<file path="config.mk">
export PLATFORM = sky130hd
export DESIGN_NAME = spi_byte_master
export DESIGN_NICKNAME = d
export VERILOG_FILES = /design/src/rtl/spi_byte_master.sv
export SDC_FILE = /design/constraint.sdc
export NUM_CORES = 1
export LEC_CHECK = 0
export BUFFER_PORTS_ARGS = -buffer_cell sky130_fd_sc_hd__buf_4
export CAP_MARGIN = 15
export CORE_UTILIZATION = 60
export CTS_CLUSTER_DIAMETER = 100
export CTS_CLUSTER_SIZE = 24
export DETAILED_ROUTE_END_ITERATION = 10
export PLACE_DENSITY_LB_ADDON = 0.1
export SYNTH_ARGS = -nofsm -noshare
export SYNTH_HDL_FRONTEND = slang
export SYNTH_SLANG_ARGS = --single-unit
</file>
<file path="constraint.sdc">
create_clock -name i_clk -period 3.75 [get_ports i_clk]
set_input_delay 0.75 -clock i_clk [delete_from_list [all_inputs] [get_ports i_clk]]
set_output_delay 0.75 -clock i_clk [all_outputs]
set_load 0.02 [all_outputs]
</file>
<file path="src/rtl/spi_byte_master.sv">
// rtl/spi_byte_master.sv - Mode-0 SPI byte master, MSB first, one full-duplex byte per request.
// Define SPI_LOOPBACK_EN to sample o_MOSI instead of i_MISO on SCLK rising edges.
module spi_byte_master #(
  parameter int CLK_DIV        = 4,
  parameter int CS_IDLE_CYCLES = 2
) (
  input  logic       i_clk,
  input  logic       i_Reset_n,
  input  logic [7:0] i_Data,
  input  logic       i_Start,
  output logic [7:0] o_Data,
  output logic       o_New_Data_Enable,
  output logic       o_Busy,
  output logic       o_CS,
  output logic       o_CLK,
  output logic       o_MOSI,
  input  logic       i_MISO
);

  localparam logic [2:0] S_IDLE  = 3'd0;
  localparam logic [2:0] S_SETUP = 3'd1;
  localparam logic [2:0] S_SHIFT = 3'd2;
  localparam logic [2:0] S_HOLD  = 3'd3;
  localparam logic [2:0] S_GAP   = 3'd4;

  localparam logic [7:0] DIV_RELOAD = 8'(CLK_DIV - 1);
  localparam logic [7:0] GAP_LEN    = 8'(CS_IDLE_CYCLES);

  logic [2:0] state;
  logic [7:0] div_cnt;
  logic [7:0] gap_cnt;
  logic [2:0] bit_cnt;
  logic [6:0] tx_sr;   // bit 7 goes straight to o_MOSI on the start edge
  logic [7:0] rx_sr;
  logic       tick;
  logic       rx_bit;

`ifdef SPI_LOOPBACK_EN
  logic unused_miso;
  assign unused_miso = i_MISO;
  assign rx_bit      = o_MOSI;
`else
  assign rx_bit = i_MISO;
`endif

  assign tick   = (div_cnt == 8'd0);
  assign o_Busy = (state != S_IDLE);

  always_ff @(posedge i_clk or negedge i_Reset_n) begin
    if (!i_Reset_n) begin
      state             <= S_IDLE;
      div_cnt           <= 8'd0;
      gap_cnt           <= 8'd0;
      bit_cnt           <= 3'd0;
      tx_sr             <= 7'd0;
      rx_sr             <= 8'd0;
      o_Data            <= 8'h00;
      o_New_Data_Enable <= 1'b0;
      o_CS              <= 1'b1;
      o_CLK             <= 1'b0;
      o_MOSI            <= 1'b0;
    end else begin
      o_New_Data_Enable <= 1'b0;
      if (state == S_SETUP || state == S_SHIFT || state == S_HOLD) begin
        div_cnt <= tick ? DIV_RELOAD : div_cnt - 8'd1;
      end

      case (state)
        S_IDLE: begin
          if (i_Start) begin
            tx_sr   <= i_Data[6:0];
            o_MOSI  <= i_Data[7];
            o_CS    <= 1'b0;
            div_cnt <= DIV_RELOAD;
            bit_cnt <= 3'd0;
            state   <= S_SETUP;
          end
        end
        S_SETUP: begin
          if (tick) begin
            o_CLK <= 1'b1;
            rx_sr <= {rx_sr[6:0], rx_bit};
            state <= S_SHIFT;
          end
        end
        S_SHIFT: begin
          if (tick) begin
            if (!o_CLK) begin
              o_CLK <= 1'b1;
              rx_sr <= {rx_sr[6:0], rx_bit};
            end else begin
              o_CLK   <= 1'b0;
              bit_cnt <= bit_cnt + 3'd1;
              // After the eighth fall MOSI keeps bit 0 through HOLD.
              if (bit_cnt == 3'd7) begin
                state <= S_HOLD;
              end else begin
                o_MOSI <= tx_sr[6];
                tx_sr  <= {tx_sr[5:0], 1'b0};
              end
            end
          end
        end
        S_HOLD: begin
          if (tick) begin
            o_CS              <= 1'b1;
            o_Data            <= rx_sr;
            o_New_Data_Enable <= 1'b1;
            o_MOSI            <= 1'b0;
            if (GAP_LEN == 8'd0) begin
              state <= S_IDLE;
            end else begin
              gap_cnt <= GAP_LEN - 8'd1;
              state   <= S_GAP;
            end
          end
        end
        S_GAP: begin
          if (gap_cnt == 8'd0) begin
            state <= S_IDLE;
          end else begin
            gap_cnt <= gap_cnt - 8'd1;
          end
        end
        default: state <= S_IDLE;
      endcase
    end
  end

endmodule

</file>
==> results of run 1 <==
## sequential cells by signal (all words and copies together) (netlist names)
register           count
rx_sr                  8
gap_cnt                8
bit_cnt                3
o_New_Data_Enable      1
o_Data                 8
state                  3
tx_sr                  7
div_cnt                8
o_MOSI                 1
o_CLK                  1
o_CS                   1
## cell families (layout without fill, tap and decap cells)
kind of cell / Yosys count / in the layout / synth area share
xor+xnor: 11 / 11 / 0.0396
buf+inv: 20 / 44 / 0.0370
mux: 18 / 18 / 0.0782
flops: 49 / 49 / 0.504
simple gates: 93 / 93 / 0.198
fa+ha+maj: 6 / 6 / 0.0308
compound gates: 41 / 41 / 0.112
## worst max-delay path by stage
stage	end	slack [ns]	cells past startpoint
floorplan	rx_sr[0]	1.79	6
finish	gap_cnt[1]	1.25	7
CTS	gap_cnt[1]	1.21	7
detailed placement	gap_cnt[1]	1.28	7
global placement	gap_cnt[1]	1.31	7
global route	gap_cnt[1]	0.98	7
## power groups by stage
stage / Clock, uW / Combinational (uW) / Sequential (uW)
2_1_floorplan: 0 / 3.30 / 543
3_3_place_gp: 0 / 22.8 / 544
3_5_place_dp: 0 / 23.0 / 544
4_1_cts: 451 / 23.0 / 534
5_1_grt: 473 / 25.2 / 534
6_report: 441 / 22.2 / 534
## stage by stage
step           setup WS (ns)   util  hold WS, ns  total power [uW]
2_1_floorplan           1.79      -        0.435               547
3_3_place_gp            1.31  0.699        0.455               567
3_5_place_dp            1.28  0.699        0.471               567
4_1_cts                 1.21  0.735        0.458              1010
5_1_grt                0.980  0.735        0.498              1030
6_report                1.25  0.735        0.447               997
## layout by cell type (no fill, tap or decap), types with 2 or more instances in the layout
cell       instances
a22oi_1            2
o2111ai_1          2
nor3b_1            3
or3b_2             2
o21ai_0            3
ha_1               6
dfrtp_1           48
or4_1              2
bufinv_16          2
nand3_1            5
mux2_2             8
a21o_1             2
nor3_1             6
xor2_1            10
a21oi_1           20
mux2i_1           10
buf_4             25
clkbuf_8           5
nor2_1            19
nand4_1            3
o211ai_1           2
inv_1             11
nand2b_1           2
nand2_1           39
o31ai_1            2
## cells in the mapped netlist (2+ instances only)
cell type  instances  share of area
o21ai_0            3         0.0062
nor3b_1            4          0.012
nand2b_1           2         0.0051
buf_2              3         0.0062
o211ai_1           2         0.0062
mux2_2             8          0.037
o31ai_1            2         0.0062
xor2_1            10          0.036
ha_1               6          0.031
a21oi_1           20          0.041
inv_1             11          0.017
or4_1              2         0.0062
clkbuf_1           4         0.0062
dfrtp_1           48           0.49
mux2i_1           10          0.041
nand4_1            3         0.0077
nand3_1            5          0.010
a21o_1             2         0.0062
nor2_1            19          0.029
or3b_2             2         0.0072
a22oi_1            2         0.0062
nor3_1             6          0.012
o2111ai_1          2         0.0072
nand2_1           39          0.060
## layout make-up
cell class              instances  share of cell area
multi-input cells             169               0.405
clock buffers                   5              0.0248
repair buffers                 25              0.0677
flip-flops and latches         49               0.443
clock inverters                 3              0.0235
well taps                      48              0.0217
inverters                      11              0.0149
## per-layer routing
layer / track usage / wire length (um) / up-vias
li1: - / - / 861
met1: 0.306 / 2100 / 872
met2: 0.412 / 2260 / 22
met3: 0.0538 / 122 / 8
met4: 0.103 / 79 / 0
met5: 0 / 0 / -
==> flow_results.org, run 1 <==
** Synthesis
- After synthesis, the mean cell area works out to 10.2 um2.
- Mapped Nets :: 256
- Yosys mapped the design onto 47 distinct sky130hd cell types.
- Synthesized area :: 0.00243 mm2
- Gate count after technology mapping :: 238
- Number of synthesis warnings :: 0
- Flop and latch count out of synthesis :: 49
- Predominant post-synthesis flop cell :: dfrtp_1
- In this run, synthesis inferred 0 flip-flops with an integrated enable.
- Sequential share of the synthesized area :: 0.504
- For this run, asynchronously set or reset flops after synthesis account for 1.00.

** Worst hold path
- Worst min path class :: input pin to async pin

** Worst setup path
- In this run the worst path has a maximum fanout of 16.
- Reg-to-reg setup timing slack :: 1.25 ns
- Crit path DAT :: 2.69 ns
- Cells along the critical path :: inv_1, ha_1, nor3b_1, nand3_1, inv_1, nor2_1, mux2i_1
- Among the stages of the critical path, the cell type that occurs most often is inv_1.
- Critical path's slowest cell :: inv_1
- Crit path capture type :: flop
- The most critical setup path has its startpoint at div_cnt[0].
- Critical Path Max Stage Delay :: 0.50 ns
- Number of cells on the worst reg-to-reg path :: 7
- Worst reg2reg path endpoint :: gap_cnt[1]
- The worst setup path is launched from a flop.
- Crit Path Category :: flop to flop
- Reg2Reg Launch Point :: div_cnt[0]
- Counting both buffers and inverters, the worst setup path holds a total of 2.
- Required arrival time at the worst endpoint :: 3.94 ns
- Largest delay contributor family on the critical path :: simple AND/OR/NAND/NOR gates

** Layout
- Post-layout nets :: 279
- Area of all sequential standard cells :: 0.00123 mm2
- In the final layout, the share of cells above drive strength 1 is 0.206.
- Counting the fill cells in the layout gives 288.
- After routing the design area is 0.00277 mm2.
- The area growth from synthesis to layout is 13.9%.
- The finished layout holds 310 standard cells, fillers aside.
- The number of antenna diodes in the final layout is 0.
- Area of the multi-input gates :: 0.00112 mm2

** Floorplan
- After floorplanning, the core was sized to cover 0.00377 mm2.
- Height of the die :: 65.7 um
- Starting utilization of the core area :: 0.645
- In this run the count of I/O pins placed on the die edge is 25.
- Horizontal extent of the die :: 65.7 um
- Cell Rows :: 22
- Die Footprint :: 0.00431 mm2

** Clocking
- Cell at the root of the clock tree :: clkbuf_8
- In this run the deepest clock path goes through 2 buffers.
- CTS H-tree depth :: 2
- Buffers inserted during clock tree synthesis total 5.
- After clock tree synthesis, the setup repair step added 0 buffers.
- Clock Pin Slew Worst Setup and Hold Paths :: 0.09 ns
- Number of resized instances in the post-cts repair step :: 0
- TritonCTS built the clock tree.
- Hold_buf cts :: 0
- The clock net in this run drives a total of 49 sinks.
- Clock latency on the worst-skew pair, taken at its later pin, is 0.30 ns.

** Flow run
- Number of violations of the max-capacitance limit :: 0

** Place
- At the end of routability-driven placement, the weighted congestion stood at 0.836.
- After legalization and detailed placement, the total HPWL measured 3030 um.
- Once placement finished, the instance area stood at 0.00264 mm2.
- In this run, placement finished with an instance count of 302.
- Input and output buffers added on the ports amount to 24.

** Pwr
- Of the total power, combinational logic draws 0.022.
- Worst ir drop on vdd :: 0.000292 V
- Part of the power in registers :: 0.535
- Of the total power, the share spent switching nets is 0.192.
- P_int :: 806 uW
- For this design the static power due to leakage is 0.00142 uW.
- In this run the power density over the cells is 360 mW/mm2.
- The share of total power dissipated in the clock network is 0.442.
- Sw Pwr :: 191 uW

** Timing
- Setup violations remaining at the end of the flow were counted as 0.
- Setup repair after global routing left no endpoint under its margin.
- The final hold violation count came to 0.
- Crit share post-route :: 0.666
- For this run, the top clock speed supported by timing is 400 MHz.
- Slew of the pin with the lowest slew margin :: 0.685 ns
- The routed design could run at a clock period as short as 2.50 ns.
- Fin Setup TNS :: 0 ns
- The total count of max-transition violations in the final report came to 0.
- Worst-case headroom to the max-slew limit :: 0.537
- Clock skew :: 0.00685 ns

** Global routing
- Total Routing Usage GR :: 0.247
- Summed over all layers, the global routing overflow is 0.
- Entering global routing, the biggest net connects 50 pins.
- The number of global-route vias before repair is 1810.
- Initial antenna violation count :: 0
- The first global-routing pass estimated 7940 um of wire.

** Detailed routing
- After detailed routing, the number of remaining DRC violations is 0.
- Total via count in the routed design :: 1763
- Antenna-violating nets left :: 0
- The first detailed-routing pass ran for 4 iterations.
- Summed over all layers, the routed wires come to 4570 um.
- Starting DRT DRC Count :: 191
- Dividing the detail-routed wire length by the instance count gives 14.7 um.
- Number of vias per cell :: 5.69

** Run status
- The flow ran to the end, and the final reports show no timing, DRC or antenna violations.
Power figures use the tool's default switching activity.
==> inputs of run 2 (changes only) <==
--- a/config.mk
+++ b/config.mk
@@ -7,7 +7,7 @@
 export LEC_CHECK = 0
 export BUFFER_PORTS_ARGS = -buffer_cell sky130_fd_sc_hd__buf_4
 export CAP_MARGIN = 15
-export CORE_UTILIZATION = 60
+export CORE_UTILIZATION = 52
 export CTS_CLUSTER_DIAMETER = 100
 export CTS_CLUSTER_SIZE = 24
 export DETAILED_ROUTE_END_ITERATION = 10
==> constraint.sdc (replaced) <==
create_clock -name i_clk -period 2.2 [get_ports i_clk]
set_input_delay 0.44 -clock i_clk [delete_from_list [all_inputs] [get_ports i_clk]]
set_output_delay 0.44 -clock i_clk [all_outputs]
set_load 0.02 [all_outputs]
==> flow_results.org, run 2 (synthesized netlist as in run 1, its figures left out) <==
** Layout
- Number of fill cells in the layout :: 386
- Leaving out fill and tap cells, the most frequent cell in the layout is dfrtp_1.
- In the final layout, the share of cells above drive strength 1 is 0.235.
- The finished cells cover 0.00283 mm2.
- Growth of design area from synthesis to finish :: 16.4%
- Post-layout nets :: 289
- Most frequent cells in the layout :: 48 x dfrtp_1, 39 x nand2_1, 35 x buf_4
- For this run, the share of the core covered by cells in the final layout is 0.642.
- Number of antenna cells inserted :: 0

** Floorplan
- Horizontal extent of the die :: 70.4 um
- The die is 70.4 um tall.
- I/O pin count :: 25
- Starting utilization of the core area :: 0.551
- Floorplan Core Area :: 0.00441 mm2
- Cell Rows :: 24
- The floorplan step defined a die boundary enclosing 0.00496 mm2.

** Worst setup path
- For the worst setup path, the data arrival time is 2.18 ns.
- Required arrival time at the worst endpoint :: 2.39 ns
- In this run the worst path has a maximum fanout of 8.
- The worst setup path is of the flop to flop kind.
- STA classifies the critical path startpoint as a flop.
- STA classifies the critical path endpoint as a flop.

** Clocking
- Total number of clock tree sinks :: 49
- After clock tree synthesis, the flow added hold-fix buffers numbering 0.
- Number of resized instances in the post-cts repair step :: 0
- CTS tree :: built
- Clock-pin slew was measured on the worst setup and hold paths at 0.09 ns.
- The longest clock path from root to sink contains 2 buffers.
- Count of buffers added by post-CTS timing repair for setup :: 0
- TritonCTS buffer count :: 5
- Cell at the root of the clock tree :: clkbuf_8
- Clock latency reported for the late side of the worst-skew pair :: 0.30 ns
- The H-tree was split into 2 levels.

** Pwr
- P_leak :: 0.00145 uW
- Dividing total power by cell area gives a power density of 562 mW/mm2.
- Worst ir drop on vdd :: 0.000435 V

** Global routing
- Initial antenna violation count :: 0
- First-pass GRT wire length :: 8090 um
- Summed over all layers, the global routing overflow is 0.
- Total Routing Usage GR :: 0.205
- The number of global-route vias before repair is 1815.
- Entering global routing, the biggest net connects 50 pins.

** Timing
- Final period demand of the worst path :: 1.99 ns
- Setup repair after global routing left no endpoint under its margin.
- The final hold violation count came to 0.
- Slew of the pin with the lowest slew margin :: 0.604 ns
- Timing would allow up to 503 MHz.
- Fin Setup TNS :: 0 ns
- Clock skew :: 0.00740 ns
- In this run the tightest slew margin relative to its limit is 0.597.
- The total count of max-transition violations in the final report came to 0.
- Dividing the final minimum period by the clock period gives 0.904.
- Setup violations remaining at the end of the flow were counted as 0.

** Detailed routing
- In the routed layout, each cell is associated on average with a via count of 5.48.
- The detailed router finished its first iteration with 101 violations.
- DRC :: 0
- The first TritonRoute pass finished after 4 iterations.
- In the final routed layout, each cell accounts on average for 13.9 um.
- Post-Route WL :: 4490 um
- Total via count in the routed design :: 1776
- The detail route stage leaves a number of antenna-violating nets equal to 0.

** Place
- GPL Wtd Cong :: 0.826
- Once placement finished, the instance area stood at 0.00272 mm2.
- Summed over all nets, the half-perimeter wirelength after detailed placement is 3150 um.
- Buffers placed on the I/O ports in this run total 24.

** Run status
- Outcome :: completed

** Flow run
- Max-cap violations in this run came to 0.

** Worst hold path
- Worst min path class :: input pin to async pin
## run 2: cell count changes in the layout (fill, tap and decap cells not counted)
cell / before / now
buf_4: 25 / 35
bufinv_16: 2 / 1
clkinv_2: 1 / 0
clkinv_4: 0 / 1
clkinvlp_4: 0 / 1
## run 2: critical path, stage by stage (launching register included)
cell	delay [ns]
dfrtp_1	0.40
inv_1	0.10
ha_1	0.17
nor3b_1	0.29
nand2_2	0.13
nor3_4	0.40
mux2_2	0.38
## run 2: power by group
group / internal, uW / total [uW] / leakage, uW / switching, uW
logic: 16.9 / 37.6 / 0.000755 / 20.7
registers: 905 / 910 / 0.000643 / 4.06
clock network: 340 / 644 / 0.0000543 / 304
total: 1260 / 1590 / 0.00145 / 329
## run 2: per-layer routing
layer  routed length (um)  track usage
met5                    0            0
met4                   59       0.0733
met3                  129       0.0433
met2                 2100        0.337
met1                 2200        0.268
## run 2: per-stage QoR
stage	setup WS (ns)	instances	total power, uW	hold WS (ns)
after global placement	0.242	316	967	0.452
after detailed placement	0.202	316	967	0.455
final	0.212	324	1590	0.142
after global routing	0.0406	324	1650	0.193
after floorplan	0.243	238	932	0.144
after CTS	0.195	324	1620	0.162
## run 2: area by class of cell
type	instances	area (um2)	share of cell area
tap	52	65.1	0.0230
inverter	11	41.3	0.0146
multi-input combinational	169	1120	0.396
sequential	49	1230	0.433
timing repair buffer	35	263	0.0928
clock inverter	3	46.3	0.0163
clock buffer	5	68.8	0.0243
## run 2: worst paths after layout
| kind | to | slack (ns) | startpoint | cells after the start |
|---|---|---|---|---|
| max in group asynchronous | bit_cnt[0] | 1.65 | i_Reset_n | 1 |
| worst max-delay path | rx_sr[7] | 0.21 | div_cnt[0] | 6 |
| worst min-delay path | div_cnt[6] | 0.14 | i_Reset_n | 1 |
| worst max register to register | rx_sr[7] | 0.21 | div_cnt[0] | 6 |
| min in group i_clk | tx_sr[0] | 0.35 | i_Data[0] | 3 |
| worst min register to register | o_CS | 0.47 | o_CS | 2 |
